File: src/rtl/btn_cond_pkg.sv
`default_nettype none
// +--------------------------------------------------------------------+
// | btn_cond_pkg : shared FSM state type and defaults for btn_conditioner |
// | Rev 1.0                                                              |
// +--------------------------------------------------------------------+
package btn_cond_pkg;

  typedef enum logic [1:0] {
    IDLE    = 2'd0,
    PRESSED = 2'd1,
    REPEAT  = 2'd2
  } btn_state_e;

  localparam int unsigned C_DB_DEFAULT  = 500000;    // 10 ms at 50 MHz
  localparam int unsigned C_REP_DEFAULT = 12500000;  // 250 ms at 50 MHz
  localparam int unsigned C_NUM_BTN     = 2;
  localparam int unsigned C_NUM_SW      = 4;

endpackage
`default_nettype wire

File: src/rtl/db_chan.sv
`default_nettype none
// +--------------------------------------------------------------------+
// | db_chan : 2-flop synchronizer, stable counter and debounced level    |
// | Rev 1.0                                                              |
// +--------------------------------------------------------------------+
module db_chan
  import btn_cond_pkg::*;
#(
  parameter int unsigned cDB = C_DB_DEFAULT
) (
  input  logic clk_i,
  input  logic rst_ni,
  input  logic raw_i,
  output logic lvl_o,
  output logic tog_o
);

  localparam int unsigned CW = $clog2(cDB + 1);

  logic [1:0]    sync_q;
  logic          lvl_q, lvl_d;
  logic [CW-1:0] cnt_q, cnt_d;
  logic          tog;

  always_ff @(posedge clk_i or negedge rst_ni) begin
    if (!rst_ni) begin
      sync_q <= 2'b00;
      lvl_q  <= 1'b0;
      cnt_q  <= '0;
    end else begin
      sync_q <= {sync_q[0], raw_i};
      lvl_q  <= lvl_d;
      cnt_q  <= cnt_d;
    end
  end

  // Any cycle that agrees with the current level restarts the count.
  always_comb begin
    lvl_d = lvl_q;
    cnt_d = '0;
    tog   = 1'b0;
    if (sync_q[1] != lvl_q) begin
      if (cnt_q == CW'(cDB - 1)) begin
        tog   = 1'b1;
        lvl_d = ~lvl_q;
      end else begin
        cnt_d = cnt_q + CW'(1);
      end
    end
  end

  assign lvl_o = lvl_q;
  assign tog_o = tog;

endmodule
`default_nettype wire

File: src/rtl/btn_conditioner.sv
`default_nettype none
// +--------------------------------------------------------------------+
// | btn_conditioner : debounces 2 buttons + 4 switches, press strobes    |
// | Optional auto-repeat enabled by defining BTN_COND_REPEAT_EN. Rev 1.0 |
// +--------------------------------------------------------------------+
module btn_conditioner
  import btn_cond_pkg::*;
#(
  parameter int unsigned cDB  = C_DB_DEFAULT,
  parameter int unsigned cREP = C_REP_DEFAULT
) (
  input  logic       iCLK_50,
  input  logic       iRST_N,
  input  logic [1:0] iBTN,
  input  logic [3:0] iSW,
  output logic [1:0] oBTN_LVL,
  output logic [1:0] oBTN_PULSE,
  output logic [3:0] oSW
);

  localparam int unsigned NCH = C_NUM_BTN + C_NUM_SW;

  logic [NCH-1:0]      raw_w, lvl_w, tog_w;
  logic [C_NUM_SW-1:0] sw_tog_unused;
  logic                unused_cfg;

  assign raw_w = {iSW, iBTN};

  for (genvar c = 0; c < NCH; c++) begin : g_chan
    db_chan #(.cDB(cDB)) u_db (
      .clk_i  (iCLK_50),
      .rst_ni (iRST_N),
      .raw_i  (raw_w[c]),
      .lvl_o  (lvl_w[c]),
      .tog_o  (tog_w[c])
    );
  end

  assign oBTN_LVL = lvl_w[C_NUM_BTN-1:0];
  assign oSW      = lvl_w[NCH-1:C_NUM_BTN];

  // Switches need no edge strobe; cREP is only consumed by the repeat timer.
  assign sw_tog_unused = tog_w[NCH-1:C_NUM_BTN];
  assign unused_cfg    = ^{sw_tog_unused, cREP};

`ifdef BTN_COND_REPEAT_EN
  localparam int unsigned REP_W = (cREP > 1) ? $clog2(cREP) : 1;
`endif

  for (genvar b = 0; b < C_NUM_BTN; b++) begin : g_btn
    btn_state_e st_q, st_d;
    logic       pulse_q, pulse_d;
    logic       rise_w, fall_w;

    // Edge events come from the channel's next-level decision so the strobe
    // lands in the same cycle as the level change.
    assign rise_w = tog_w[b] & ~lvl_w[b];
    assign fall_w = tog_w[b] &  lvl_w[b];

`ifdef BTN_COND_REPEAT_EN
    logic [REP_W-1:0] rep_q, rep_d;

    always_ff @(posedge iCLK_50 or negedge iRST_N) begin
      if (!iRST_N) rep_q <= '0;
      else         rep_q <= rep_d;
    end
`endif

    always_ff @(posedge iCLK_50 or negedge iRST_N) begin
      if (!iRST_N) begin
        st_q    <= IDLE;
        pulse_q <= 1'b0;
      end else begin
        st_q    <= st_d;
        pulse_q <= pulse_d;
      end
    end

    always_comb begin
      st_d    = st_q;
      pulse_d = 1'b0;
`ifdef BTN_COND_REPEAT_EN
      rep_d   = rep_q;
`endif
      case (st_q)
        IDLE: begin
          if (rise_w) begin
            st_d    = PRESSED;
            pulse_d = 1'b1;
`ifdef BTN_COND_REPEAT_EN
            rep_d   = '0;
`endif
          end
        end
        PRESSED, REPEAT: begin
          if (fall_w) begin
            st_d  = IDLE;
`ifdef BTN_COND_REPEAT_EN
            rep_d = '0;
`endif
          end
`ifdef BTN_COND_REPEAT_EN
          else if (rep_q == REP_W'(cREP - 1)) begin
            st_d    = REPEAT;
            pulse_d = 1'b1;
            rep_d   = '0;
          end else begin
            rep_d = rep_q + REP_W'(1);
          end
`endif
        end
        default: st_d = IDLE;
      endcase
    end

    assign oBTN_PULSE[b] = pulse_q;
  end

endmodule
`default_nettype wire

File: config.mk
export PLATFORM = sky130hd
export DESIGN_NAME = btn_conditioner
export DESIGN_NICKNAME = d
export VERILOG_FILES = /design/src/rtl/btn_cond_pkg.sv /design/src/rtl/db_chan.sv /design/src/rtl/btn_conditioner.sv
export SDC_FILE = /design/constraint.sdc
export NUM_CORES = 1
export LEC_CHECK = 0
export CORE_MARGIN = 2
export CORE_UTILIZATION = 50
export CTS_BUF_LIST = sky130_fd_sc_hd__clkbuf_4
export CTS_CLUSTER_SIZE = 20
export DETAILED_ROUTE_END_ITERATION = 8
export PLACE_DENSITY = 0.74
export SKIP_CTS_REPAIR_TIMING = 1
export SLEW_MARGIN = 20
export SYNTH_ARGS = -nofsm -noshare
export SYNTH_HDL_FRONTEND = slang
export SYNTH_SLANG_ARGS = --single-unit
File: constraint.sdc
create_clock -name iCLK_50 -period 2.52 [get_ports iCLK_50]
set_input_delay 0.504 -clock iCLK_50 [delete_from_list [all_inputs] [get_ports iCLK_50]]
set_output_delay 0.504 -clock iCLK_50 [all_outputs]
set_load 0.02 [all_outputs]
==> results of run 1 <==
==> power groups by stage <==
stage / logic (W) / registers, W / clock network (W)
detailed placement: 0.000149 / 0.00229 / 0
global placement: 0.000143 / 0.00229 / 0
finish: 0.000145 / 0.00225 / 0.00146
global route: 0.000169 / 0.00225 / 0.00162
CTS: 0.000150 / 0.00225 / 0.00151
floorplan: 0.0000681 / 0.00228 / 0
==> registers in the layout (all words and copies together), names as in the netlist <==
register            cells
g_btn.pulse_q           2
g_btn.st_q              2
g_chan.u_db.cnt_q     114
g_chan.u_db.lvl_o       6
g_chan.u_db.sync_q     12
==> area by class of cell <==
type / instances / area share
Timing Repair Buffer: 27 / 0.0354
Inverter: 20 / 0.0104
Sequential cell: 136 / 0.470
Tap cell: 176 / 0.0304
Clock inverter: 10 / 0.0178
Antenna cell: 1 / 0.000345
Multi-Input combinational cell: 488 / 0.414
Clock buffer: 21 / 0.0218
==> worst max-delay path: cells and delay by family (launching register included) <==
kind,cells,cell delay [ns]
and+or+nand+nor,3,1.22
AOI/OAI and AO/OA,1,0.42
DFF,1,0.43
==> cell families after synthesis <==
group / count (synthesis) / synth area share
compound gates: 41 / 0.0407
simple gates: 338 / 0.262
buf+inv: 42 / 0.0312
fa+ha+maj: 6 / 0.0114
flops: 136 / 0.515
mux: 12 / 0.0191
xor+xnor: 91 / 0.121
==> layer usage <==
metal  routed length [µm]  up-vias  GRT usage
li1                     -     2395          -
met4                  140        0     0.0789
met2                 6000       83      0.296
met3                  387       12     0.0484
met5                    0        -          0
met1                 5630     2350      0.231
==> cells in the mapped netlist, drive strengths merged <==
library cell  count  share of area
dfrtp           136           0.51
nor2            112          0.064
xnor2            67          0.089
nand3            40          0.030
nand2            36          0.020
nand4            35          0.033
nor4             34          0.032
nor3             25          0.019
xor2             24          0.032
inv              20          0.011
o21ai            16          0.016
a21oi            13         0.0098
buf              12          0.014
clkbuf           10         0.0059
and3              9         0.0085
or2               8         0.0076
or4               8          0.010
mux2i             7          0.011
or3               7         0.0066
ha                6          0.011
nor4b             6         0.0080
and2              5         0.0047
and4              5         0.0066
mux2              5         0.0085
o31ai             5         0.0057
nor4bb            2         0.0030
o41ai             2         0.0038
or4b              2         0.0030
a211oi            1         0.0011
a21o              1         0.0011
a2bb2oi           1         0.0013
a31oi             1        0.00095
and3b             1         0.0013
nand3b            1         0.0011
nand4b            1         0.0013
o221ai            1         0.0013
or3b              1         0.0013
==> through the flow <==
step                       util  hold slack [ns]  cells
after floorplan               -            0.208    666
after global placement    0.531            0.334    846
after detailed placement  0.531            0.335    846
after CTS                 0.553          -0.0480    877
after global routing      0.554            0.337    879
final                     0.554            0.357    879
==> how the worst max path moves through the flow <==
stage | startpoint | endpoint | slack, ns | cells after the start
global placement | g_chan[4].u_db.cnt_q[14]$_DFF_PN0_ | g_chan[4].u_db.cnt_q[13]$_DFF_PN0_ | 0.40 | 4
floorplan | g_chan[4].u_db.cnt_q[14]$_DFF_PN0_ | g_chan[4].u_db.lvl_o$_DFFE_PN0P_ | 0.47 | 4
finish | g_chan[4].u_db.cnt_q[14]$_DFF_PN0_ | g_chan[4].u_db.cnt_q[10]$_DFF_PN0_ | 0.32 | 4
CTS | g_chan[4].u_db.cnt_q[0]$_DFF_PN0_ | g_chan[4].u_db.cnt_q[18]$_DFF_PN0_ | 0.33 | 5
global route | g_chan[4].u_db.cnt_q[0]$_DFF_PN0_ | g_chan[4].u_db.cnt_q[18]$_DFF_PN0_ | 0.13 | 5
detailed placement | g_chan[4].u_db.cnt_q[0]$_DFF_PN0_ | g_chan[4].u_db.cnt_q[18]$_DFF_PN0_ | 0.33 | 5
==> impl_metrics.yaml, run 1 <==
pwr:
  comb_power_share: 0.038
  sw_frac_of_total: 0.227
  p_per_area_nw_per_um2: 532
  p_leak_nw: 2.82
  pwr-share-clk: 0.380
  switchingPower_w: 0.000874
  p_seq_frac: 0.582
  cellInternalPower_w: 0.00298
  vdd_drop_max_mv: 0.339
  power_w: 0.00386
cts:
  clock-root-buffer: "clkbuf_4"
  cts_buffers: 17
  clockBufferDepth: 2
  path_clk_slew_ns: 0.11
  cts_tree: "done"
  clk_latency_ns: 0.54
  clkSinkCount: 136
  cts_max_level: 4
layout:
  multiInputGateArea_um2: 3000
  final_cell_area_um2: 7240
  mostFrequentLayoutCells: "136 x dfrtp_1, 112 x nor2_1, 67 x xnor2_1"
  area_growth_pct: 9.60
  final_nets: 704
  drive_gt1_frac: 0.0855
  final-seq-area_um2: 3400
  num-fill-cells: 1131
  mostFrequentLayoutCell: "dfrtp_1"
sta:
  final-hold-violation-count: 0
  worstMarginPinSlew_ns: 0.638
  relSlewSlack: 0.575
  rsz0062_at_grt: "false"
  max_clock_freq_mhz: 455
  fin_setup_tns_ns: 0
  clock_skew_ns: 0.0190
  timing.final.crit_share: 0.872
  worst_slack_ns: 0.323
  slew_violations: 0
  fin_crit_ns: 2.20
  setup_viol: 0
yosys:
  avgSynthCellArea_um2: 9.92
  synth_nets: 680
  synth.yosys.seq_area_share: 0.515
  ys_types: 45
  synthCells: 666
  synthesis.area_um2: 6610
  yosys_warnings: 0
  ys_ff_latch: 136
placement:
  place_ws_ns: 0.331
  portBuffers: 15
  place_area_um2: 6940
  gp_congestion: 0.877
  place_hpwl_um: 8370
grt:
  grt_max_degree: 69
  antenna_found_initial: 1
  grt_pass1_wl_um: 21200
  grt_overflow: 0
  first_global_vias: 4829
  grt_usage: 0.183
setup_path:
  rrSetupSlack_ns: 0.32
  slowest_stage: "or4_4"
  cp_cell_sequence: "or4_1 -> or4_4 -> o21ai_4 -> nor2_1"
  crit_fanout: 18
  critPathKind: "register to register"
  max_stage_delay_ns: 0.56
  crit_arrival_ns: 2.60
  reg2reg_depth: 4
  r2r-end: "g_chan[4].u_db.cnt_q[10]$_DFF_PN0_"
  critPathLaunchType: "register"
  r2r_start: "g_chan[4].u_db.cnt_q[14]$_DFF_PN0_"
  endpoint_kind: "register"
  required_ns: 2.93
detailed_routing:
  vias: 4840
  drt_iter0_markers: 407
  wl_per_cell_um: 13.8
  antenna_left: 0
  drt-pass1-iter-count: 7
  drc: 0
  viasPerCell: 5.51
  wl_um: 12200
hold_path:
  whs_path_depth: 0
  min_from: "g_chan[1].u_db.sync_q[0]$_DFF_PN0_"
  hold_class: "register to register"
  holdPathEnd: "g_chan[1].u_db.sync_q[1]$_DFF_PN0_"
floorplanning:
  row_count: 42
  io_pins: 16
  core-area_um2: 13100
  start_util: 0.505
  die_y_um: 119
  die_w_um: 119
  dieArea_um2: 14200
flow_run:
  max-cap-violations: 0
status:
  status: "complete, no violations"
(Power assumes the default switching activity.)
==> run 2: changes to the inputs <==
Settings changed: REMOVE_ABC_BUFFERS set to 1.
==> impl_metrics.yaml, run 2 (synthesized netlist as in run 1, its figures left out) <==
placement:
  gp_congestion: 0.895
  portBuffers: 15
  place_hpwl_um: 8230
cts:
  clockBufferDepth: 2
  path_clk_slew_ns: 0.13
  cts_tree: "done"
  clkSinkCount: 136
  cts_max_level: 4
  cts_buffers: 17
  clock-root-buffer: "clkbuf_4"
  clk_latency_ns: 0.54
floorplanning:
  core-area_um2: 13100
  start_util: 0.505
  io_pins: 16
  die_w_um: 119
  die_y_um: 119
  row_count: 42
  dieArea_um2: 14200
grt:
  grt_overflow: 0
  grt_usage: 0.182
  antenna_found_initial: 1
  grt_max_degree: 60
  first_global_vias: 4756
  grt_pass1_wl_um: 21100
detailed_routing:
  drt_iter0_markers: 390
  wl_per_cell_um: 13.5
  viasPerCell: 5.57
  antenna_left: 0
  drc: 0
  wl_um: 11900
  drt-pass1-iter-count: 5
  vias: 4899
hold_path:
  hold_class: "register to register"
  whs_path_depth: 0
sta:
  relSlewSlack: 0.589
  worstMarginPinSlew_ns: 0.611
  fin_setup_tns_ns: 0
  clock_skew_ns: 0.0158
  fin_crit_ns: 2.21
  rsz0062_at_grt: "false"
  max_clock_freq_mhz: 453
  timing.final.crit_share: 0.875
  slew_violations: 0
  setup_viol: 0
  final-hold-violation-count: 0
  whs_ns: 0.353
layout:
  drive_gt1_frac: 0.0855
  postLayoutCoreUtil: 0.555
  num-fill-cells: 1111
  mostFrequentLayoutCells: "136 x dfrtp_1, 112 x nor2_1, 67 x xnor2_1"
  mostFrequentLayoutCell: "dfrtp_1"
  top_register: "g_chan.u_db.cnt_q"
  area_growth_pct: 9.96
  final_nets: 703
  largest_reg_flops: 114
pwr:
  cellInternalPower_w: 0.00297
  comb_power_share: 0.036
  p_seq_frac: 0.567
  sw_frac_of_total: 0.249
  pwr-share-clk: 0.397
  p_per_area_nw_per_um2: 545
  vdd_drop_max_mv: 0.441
  switchingPower_w: 0.000987
  p_leak_nw: 2.82
setup_path:
  required_ns: 2.95
  crit_arrival_ns: 2.63
  critPathKind: "register to register"
  critPathLaunchType: "register"
  crit_fanout: 5
  reg2reg_depth: 5
  endpoint_kind: "register"
status:
  status: "complete, no violations"
flow_run:
  max-cap-violations: 0
[run 2: changes by cell type in the layout (fill, tap and decap cells not counted), sizes merged]
cell / delta
inv: +5
clkbuf: -4
buf: -1
[run 2: cell type report]
class | count | area [µm²] | share of cell area
Tap cell | 176 | 220 | 0.0303
Clock buffer | 17 | 128 | 0.0176
Sequential cell | 136 | 3400 | 0.468
Clock inverter | 15 | 190 | 0.0262
Timing Repair Buffer | 26 | 249 | 0.0343
Inverter | 20 | 75.1 | 0.0103
Antenna cell | 1 | 2.50 | 0.000344
Multi-Input combinational cell | 488 | 3000 | 0.413
[run 2: metal layers]
layer / part of all wire / GRT usage
met1: 0.47 / 0.240
met2: 0.48 / 0.287
met3: 0.037 / 0.0479
met4: 0.014 / 0.0722
met5: 0 / 0
[run 2: worst paths after layout]
kind	slack, ns	to	from
min	0.35	g_chan[5].u_db.sync_q[1]$_DFF_PN0_	g_chan[5].u_db.sync_q[0]$_DFF_PN0_
min reg2reg	0.35	g_chan[5].u_db.sync_q[1]$_DFF_PN0_	g_chan[5].u_db.sync_q[0]$_DFF_PN0_
max reg2reg	0.31	g_chan[4].u_db.cnt_q[18]$_DFF_PN0_	g_chan[4].u_db.cnt_q[0]$_DFF_PN0_
max	0.31	g_chan[4].u_db.cnt_q[18]$_DFF_PN0_	g_chan[4].u_db.cnt_q[0]$_DFF_PN0_
max in group asynchronous	1.35	g_chan[2].u_db.cnt_q[17]$_DFF_PN0_	iRST_N
min in group asynchronous	0.45	g_chan[5].u_db.cnt_q[5]$_DFF_PN0_	iRST_N
[run 2: power groups by stage]
stage	clock, W	combinational (W)	sequential [W]
global placement	0	0.000143	0.00229
detailed placement	0	0.000147	0.00229
finish	0.00157	0.000143	0.00225
CTS	0.00162	0.000147	0.00225
global route	0.00171	0.000168	0.00225
floorplan	0	0.0000626	0.00228
[run 2: per-stage QoR]
| step | worst slack, ns | std cells | power, W | area, µm² |
|---|---|---|---|---|
| 2_1_floorplan | 0.470 | 644 | 0.00234 | 6480 |
| 3_3_place_gp | 0.407 | 845 | 0.00243 | 6940 |
| 3_5_place_dp | 0.338 | 845 | 0.00243 | 6940 |
| 4_1_cts | 0.303 | 877 | 0.00401 | 7250 |
| 5_1_grt | 0.0706 | 879 | 0.00413 | 7270 |
| 6_report | 0.314 | 879 | 0.00396 | 7270 |
[run 2: critical path, stage by stage, from the launching register on]
cell,delay [ns]
dfrtp_1,0.43
ha_1,0.25
nand4_1,0.29
nor4_1,0.65
mux2i_1,0.17
nor4b_1,0.31
==> run 3: changes to the inputs <==
Clock period 2.52 ns to 2.33 ns, I/O delays scaled along.
==> impl_metrics.yaml, run 3 (synthesized netlist as in run 1, its figures left out) <==
setup_path:
  endpoint_kind: "register"
  crit_fanout: 18
  required_ns: 2.75
  reg2reg_depth: 4
  crit_arrival_ns: 2.58
  critPathLaunchType: "register"
  critPathKind: "register to register"
layout:
  area_growth_pct: 9.58
  mostFrequentLayoutCells: "136 x dfrtp_1, 112 x nor2_1, 67 x xnor2_1"
  final_cell_area_um2: 7240
  drive_gt1_frac: 0.0919
  num-fill-cells: 1118
  largest_reg_flops: 114
  n_antenna_cell: 0
  top_register: "g_chan.u_db.cnt_q"
  final_nets: 708
  stdcell_count: 883
  mostFrequentLayoutCell: "dfrtp_1"
placement:
  place_area_um2: 6970
  gp_congestion: 0.828
  place_hpwl_um: 8400
  place_ws_ns: 0.173
  portBuffers: 15
  placed_cells: 850
sta:
  worst_slack_ns: 0.164
  slew_violations: 0
  relSlewSlack: 0.580
  fin_setup_tns_ns: 0
  timing.final.crit_share: 0.930
  final-hold-violation-count: 0
  setup_viol: 0
  max_clock_freq_mhz: 462
  clock_skew_ns: 0.0165
  worstMarginPinSlew_ns: 0.624
  fin_crit_ns: 2.17
  rsz0062_at_grt: "false"
floorplanning:
  core-area_um2: 13100
  io_pins: 16
  dieArea_um2: 14200
  die_y_um: 119
  die_w_um: 119
  start_util: 0.505
  row_count: 42
pwr:
  sw_frac_of_total: 0.255
  p_leak_nw: 2.81
  switchingPower_w: 0.00102
  p_per_area_nw_per_um2: 552
  vdd_drop_max_mv: 0.366
  p_seq_frac: 0.608
  pwr-share-clk: 0.353
  comb_power_share: 0.039
  cellInternalPower_w: 0.00298
grt:
  grt_usage: 0.189
  grt_pass1_wl_um: 21800
  antenna_found_initial: 0
  grt_max_degree: 66
  grt_overflow: 0
  first_global_vias: 4913
flow_run:
  max-cap-violations: 0
detailed_routing:
  vias: 4932
  wl_per_cell_um: 13.5
  drt_iter0_markers: 288
  viasPerCell: 5.59
  antenna_left: 0
  drt-pass1-iter-count: 4
  drc: 0
  wl_um: 11900
cts:
  clockBufferDepth: 2
  clock-root-buffer: "clkbuf_4"
  path_clk_slew_ns: 0.13
  clk_latency_ns: 0.55
  clkSinkCount: 136
  cts_buffers: 17
  cts_max_level: 4
  cts_tree: "done"
status:
  status: "complete, no violations"
hold_path:
  whs_path_depth: 1
  hold_class: "primary input to register"
run 3: cell count changes in the layout (fill, tap and decap cells not counted):
| cell | previous run | this run |
|---|---|---|
| clkinvlp_4 | 2 | 5 |
| clkinv_2 | 0 | 3 |
| diode_2 | 1 | 0 |
| buf_4 | 9 | 14 |
| inv_8 | 1 | 0 |
| clkinv_4 | 4 | 3 |
| bufinv_16 | 3 | 1 |
| inv_6 | 4 | 2 |
run 3: worst max-delay path, cell delays in order, from the launching register on:
cell and delay, ns:
dfrtp_1 0.47, or4_1 0.50, or4_4 0.57, o21ai_4 0.40, nor2_1 0.11
run 3: final cells by class:
class	instances	area (µm²)	area share
Sequential cell	136	3400	0.470
Multi-Input combinational cell	488	3000	0.414
Timing Repair Buffer	31	287	0.0396
Tap cell	176	220	0.0304
Clock inverter	15	130	0.0180
Clock buffer	17	128	0.0176
Inverter	20	75.1	0.0104
run 3: power by group through the flow:
stage                     logic (W)  clock network [W]  registers [W]
after CTS                  0.000163            0.00147        0.00243
final                      0.000158            0.00141        0.00243
after global routing       0.000187            0.00157        0.00244
after detailed placement   0.000163                  0        0.00247
after global placement     0.000155                  0        0.00247
after floorplan           0.0000677                  0        0.00247
run 3: path summary, 6_finish.rpt:
path | startpoint | endpoint | slack (ns)
setup / recovery | g_chan[4].u_db.cnt_q[7]$_DFF_PN0_ | g_chan[4].u_db.cnt_q[8]$_DFF_PN0_ | 0.16
hold / removal | iBTN[1] | g_chan[1].u_db.sync_q[0]$_DFF_PN0_ | 0.34
setup reg to reg | g_chan[4].u_db.cnt_q[7]$_DFF_PN0_ | g_chan[4].u_db.cnt_q[8]$_DFF_PN0_ | 0.16
hold reg to reg | g_chan[3].u_db.sync_q[0]$_DFF_PN0_ | g_chan[3].u_db.sync_q[1]$_DFF_PN0_ | 0.36
max in group asynchronous | iRST_N | g_chan[4].u_db.sync_q[1]$_DFF_PN0_ | 1.21
min in group asynchronous | iRST_N | g_chan[5].u_db.cnt_q[15]$_DFF_PN0_ | 0.44
run 3: layer usage:
layer,share of wire,track usage
met1,0.46,0.242
met2,0.49,0.307
met3,0.033,0.0493
met4,0.014,0.0737
met5,0,0
run 3: metrics by stage:
stage	hold WS, ns	util	total power [W]
6_report	0.336	0.553	0.00400
5_1_grt	0.280	0.553	0.00419
4_1_cts	-0.131	0.553	0.00406
3_5_place_dp	0.337	0.533	0.00264
3_3_place_gp	0.332	0.533	0.00263
2_1_floorplan	0.170	-	0.00253
==> RTL edit 1 (config.mk and constraints of run 2) <==
Re-encode `btn_state_e` (3 states) as one-hot, 3 bits wide.
--- a/src/rtl/btn_cond_pkg.sv
+++ b/src/rtl/btn_cond_pkg.sv
@@ -5,10 +5,10 @@
 // +--------------------------------------------------------------------+
 package btn_cond_pkg;
 
-  typedef enum logic [1:0] {
-    IDLE    = 2'd0,
-    PRESSED = 2'd1,
-    REPEAT  = 2'd2
+  typedef enum logic [2:0] {
+    IDLE    = 3'b001,
+    PRESSED = 3'b010,
+    REPEAT  = 3'b100
   } btn_state_e;
 
   localparam int unsigned C_DB_DEFAULT  = 500000;    // 10 ms at 50 MHz
Check against the original RTL: no difference found for any inputs over 10 cycles, from zero or initial values and one cycle with iRST_N low; not proved beyond that.
==> RTL edit 1 against run 2 <==
Cell area fell by 0.41%; sequential cell count up 2; highest routed layer unchanged; non-clock buffer count decreased by 2; hold slack gained 0.0081 ns; worst setup slack worse by 0.090 ns; first-iteration DRC count fell by 19%; die area about the same; clock power up 8%; count of clock-buffer cells in the layout increased by 2; area after synthesis barely moved; wire length grew 1.1%; total power rose by 3.9%; largest power group unchanged; cell count decreased by 2.6%.
==> RTL edit 1: results (changes against run 2) <==
Placed Area - 0.00689 mm^2 (was 0.00694 mm^2)
largest net degree at the start of global routing - 54 (was 60)
compound-cell area share of the yosys netlist - 6.78% (was 4.07%)
Post-Place Setup Slack - 0.274 ns (was 0.338 ns)
dpl hpwl - 8100 um (was 8230 um)
synth top area cells - dfrtp_1, xor2_1, nor2_1 (was dfrtp_1, xnor2_1, nor2_1)
first-pass GRT wire length - 21,400 um (was 21,100 um)
clk_skew - 0.0122 ns (was 0.0158 ns)
Arr. time, crit path - 2.72 ns (was 2.63 ns)
grt met3 use - 5.60% (was 4.79%)
clk tree area frac - 4.72% (was 4.37%)
fraction of layout cells with a size suffix above 1 - 8.77% (was 8.55%)
initial antenna violation count - 0 (was 1)
vias per cell - 5.59 (was 5.57)
Metal-1 WL - 5530 um (was 5560 um)
Fin Hold WS - 0.361 ns (was 0.353 ns)
initial DRC count - 316 (was 390)
outcome - finished, final reports clean (unchanged)
register area - 0.00346 mm^2 (was 0.00340 mm^2)
worst-path fanout max - 17 (was 5)
Fillers - 1,081 (was 1,111)
NonClk Buf Share - 3.23% (was 3.43%)
met1 Usage GRT - 23.2% (was 24.0%)
Inverters - 14 (was 20)
Slew headroom - 64.9% (was 58.9%)
register area share after synthesis - 52.3% (was 51.5%)
==> RTL edit 1: report_power, final <==
group	internal, mW	switching [mW]	leakage, nW	total (mW)
Sequential	2.25	0.0302	1.88	2.28
Clock	0.901	0.791	0.174	1.69
Combinational	0.0477	0.0974	0.872	0.145
==> RTL edit 1: worst max-delay path by stage <==
stage | start | to | slack [ns] | cells after the start
final | g_chan[5].u_db.cnt_q[7] | g_chan[5].u_db.cnt_q[5] | 0.22 | 4
after global routing | g_chan[5].u_db.cnt_q[7] | g_chan[5].u_db.cnt_q[5] | 0.09 | 4
after CTS | g_chan[5].u_db.cnt_q[7] | g_chan[5].u_db.cnt_q[5] | 0.25 | 4
after detailed placement | g_chan[5].u_db.cnt_q[7] | g_chan[5].u_db.cnt_q[14] | 0.27 | 4
after global placement | g_chan[1].u_db.cnt_q[14] | g_chan[1].u_db.lvl_o | 0.41 | 4
after floorplan | g_chan[3].u_db.cnt_q[7] | g_chan[3].u_db.lvl_o | 0.55 | 4
==> RTL edit 2 (config.mk and constraints of run 2) <==
Without the edit above. Change the package constant `C_DB_DEFAULT` from 500000 to 125000.
--- a/src/rtl/btn_cond_pkg.sv
+++ b/src/rtl/btn_cond_pkg.sv
@@ -11,7 +11,7 @@
     REPEAT  = 2'd2
   } btn_state_e;
 
-  localparam int unsigned C_DB_DEFAULT  = 500000;    // 10 ms at 50 MHz
+  localparam int unsigned C_DB_DEFAULT  = 125000;    // 10 ms at 50 MHz
   localparam int unsigned C_REP_DEFAULT = 12500000;  // 250 ms at 50 MHz
   localparam int unsigned C_NUM_BTN     = 2;
   localparam int unsigned C_NUM_SW      = 4;
Behaviour: no difference found for any inputs over 10 cycles, from zero or initial values and one cycle with iRST_N low; that may be too few to reach the edited logic, so the function may still have changed.
==> RTL edit 2 against run 2 <==
Sequential power down 9%; sequential cell count fell by 12; wire length fell by 15%; cell area decreased by 11%; count of clock-buffer cells in the layout grew 1; total power is 4.7% lower; area after synthesis down 12%; worst setup slack improved by 0.12 ns; first-iteration DRC count shrank 59%; critical path type is now reg -> out.
==> RTL edit 2: results (changes against run 2) <==
crit share post-route - 82.7% (was 87.5%)
largest net degree at the start of global routing - 43 (was 60)
dpl cells - 707 (was 845)
max reg flops - 102 (was 114)
leak pwr - 2.64 nW (was 2.82 nW)
DRT Pass-1 Iters - 4 (was 5)
fraction of registers with async set/reset - 100% (unchanged)
Post-synth top cells - dfrtp_1, nor2_1, xnor2_1 (unchanged)
vias in the first global route - 3,874 (was 4,756)
Placed Area - 0.00610 mm^2 (was 0.00694 mm^2)
clock slew at reported path FFs - 0.10 ns (was 0.13 ns)
Pwr per Cell Area - 585 mW/mm^2 (was 545 mW/mm^2)
Fillers - 992 (was 1,111)
GPL Wtd Cong - 0.837 (was 0.895)
delay-heaviest family, CP - buffers and inverters (was simple AND/OR/NAND/NOR gates)
clk_skew - 0.0105 ns (was 0.0158 ns)
fin cells - 741 (was 879)
mean area per synthesized cell - 10.4 um^2 (was 9.92 um^2)
Clock Sinks - 124 (was 136)
hold_sp - g_chan[2].u_db.sync_q[0] (was g_chan[5].u_db.sync_q[0])
Fin Hold WS - 0.356 ns (was 0.353 ns)
register area share after synthesis - 53.1% (was 51.5%)
outcome - finished, final reports clean (unchanged)
Clk pwr share - 42.1% (was 39.7%)
clk_lat worst skew - 0.49 ns (was 0.54 ns)
Reg-to-Reg End - g_chan[4].u_db.lvl_o (was g_chan[4].u_db.cnt_q[18])
worst slew pin tran - 0.527 ns (was 0.611 ns)
Arr. time, crit path - 1.58 ns (was 2.63 ns)
Reg2Reg Depth - 3 (was 5)
layout net count - 598 (was 703)
synth top area cells - dfrtp_1, xnor2_1, nor2_1 (unchanged)
sw frac - 21.8% (was 24.9%)
via count - 4,013 (was 4,899)
crit path launch - g_chan[1].u_db.lvl_o (was g_chan[4].u_db.cnt_q[0])
post-DR wirelength/cell - 13.6 um (was 13.5 um)
CP Capture Point - oBTN_LVL[1] (was g_chan[4].u_db.cnt_q[18])
reg-to-reg setup timing slack - 0.54 ns (was 0.31 ns)
CP max-delay cell - clkdlybuf4s50_1 (was nor4_1)
Total Routing Usage GR - 17.2% (was 18.2%)
dpl hpwl - 6740 um (was 8230 um)
[RTL edit 2: cell families after synthesis]
kind of cell	share of synthesized area, %
AOI/OAI and AO/OA	1.11
xor gates and xnor gates	14.2
adders and majority gates	1.29
buffers and inverters	2.72
DFF	53.1
muxes	0.900
and+or+nand+nor	26.6
[RTL edit 2: layer usage]
| metal | track usage, % | vias up | wire (um) |
|---|---|---|---|
| li1 | - | 2004 | - |
| met1 | 23.6 | 1962 | 5120 |
| met2 | 26.5 | 38 | 4640 |
| met3 | 5.08 | 9 | 236 |
| met4 | 6.02 | 0 | 118 |
| met5 | 0 | - | 0 |
[RTL edit 2: final cells by class]
class                      count  area (um^2)  area share, %
sequential                   124         3100           48.1
multi-input combinational    408         2580           40.0
tap                          143          179           2.77
inverter                      12         45.0          0.698
timing repair buffer          21          208           3.22
clock inverter                14          200           3.10
clock buffer                  18          135           2.09
antenna                        1         2.50         0.0388
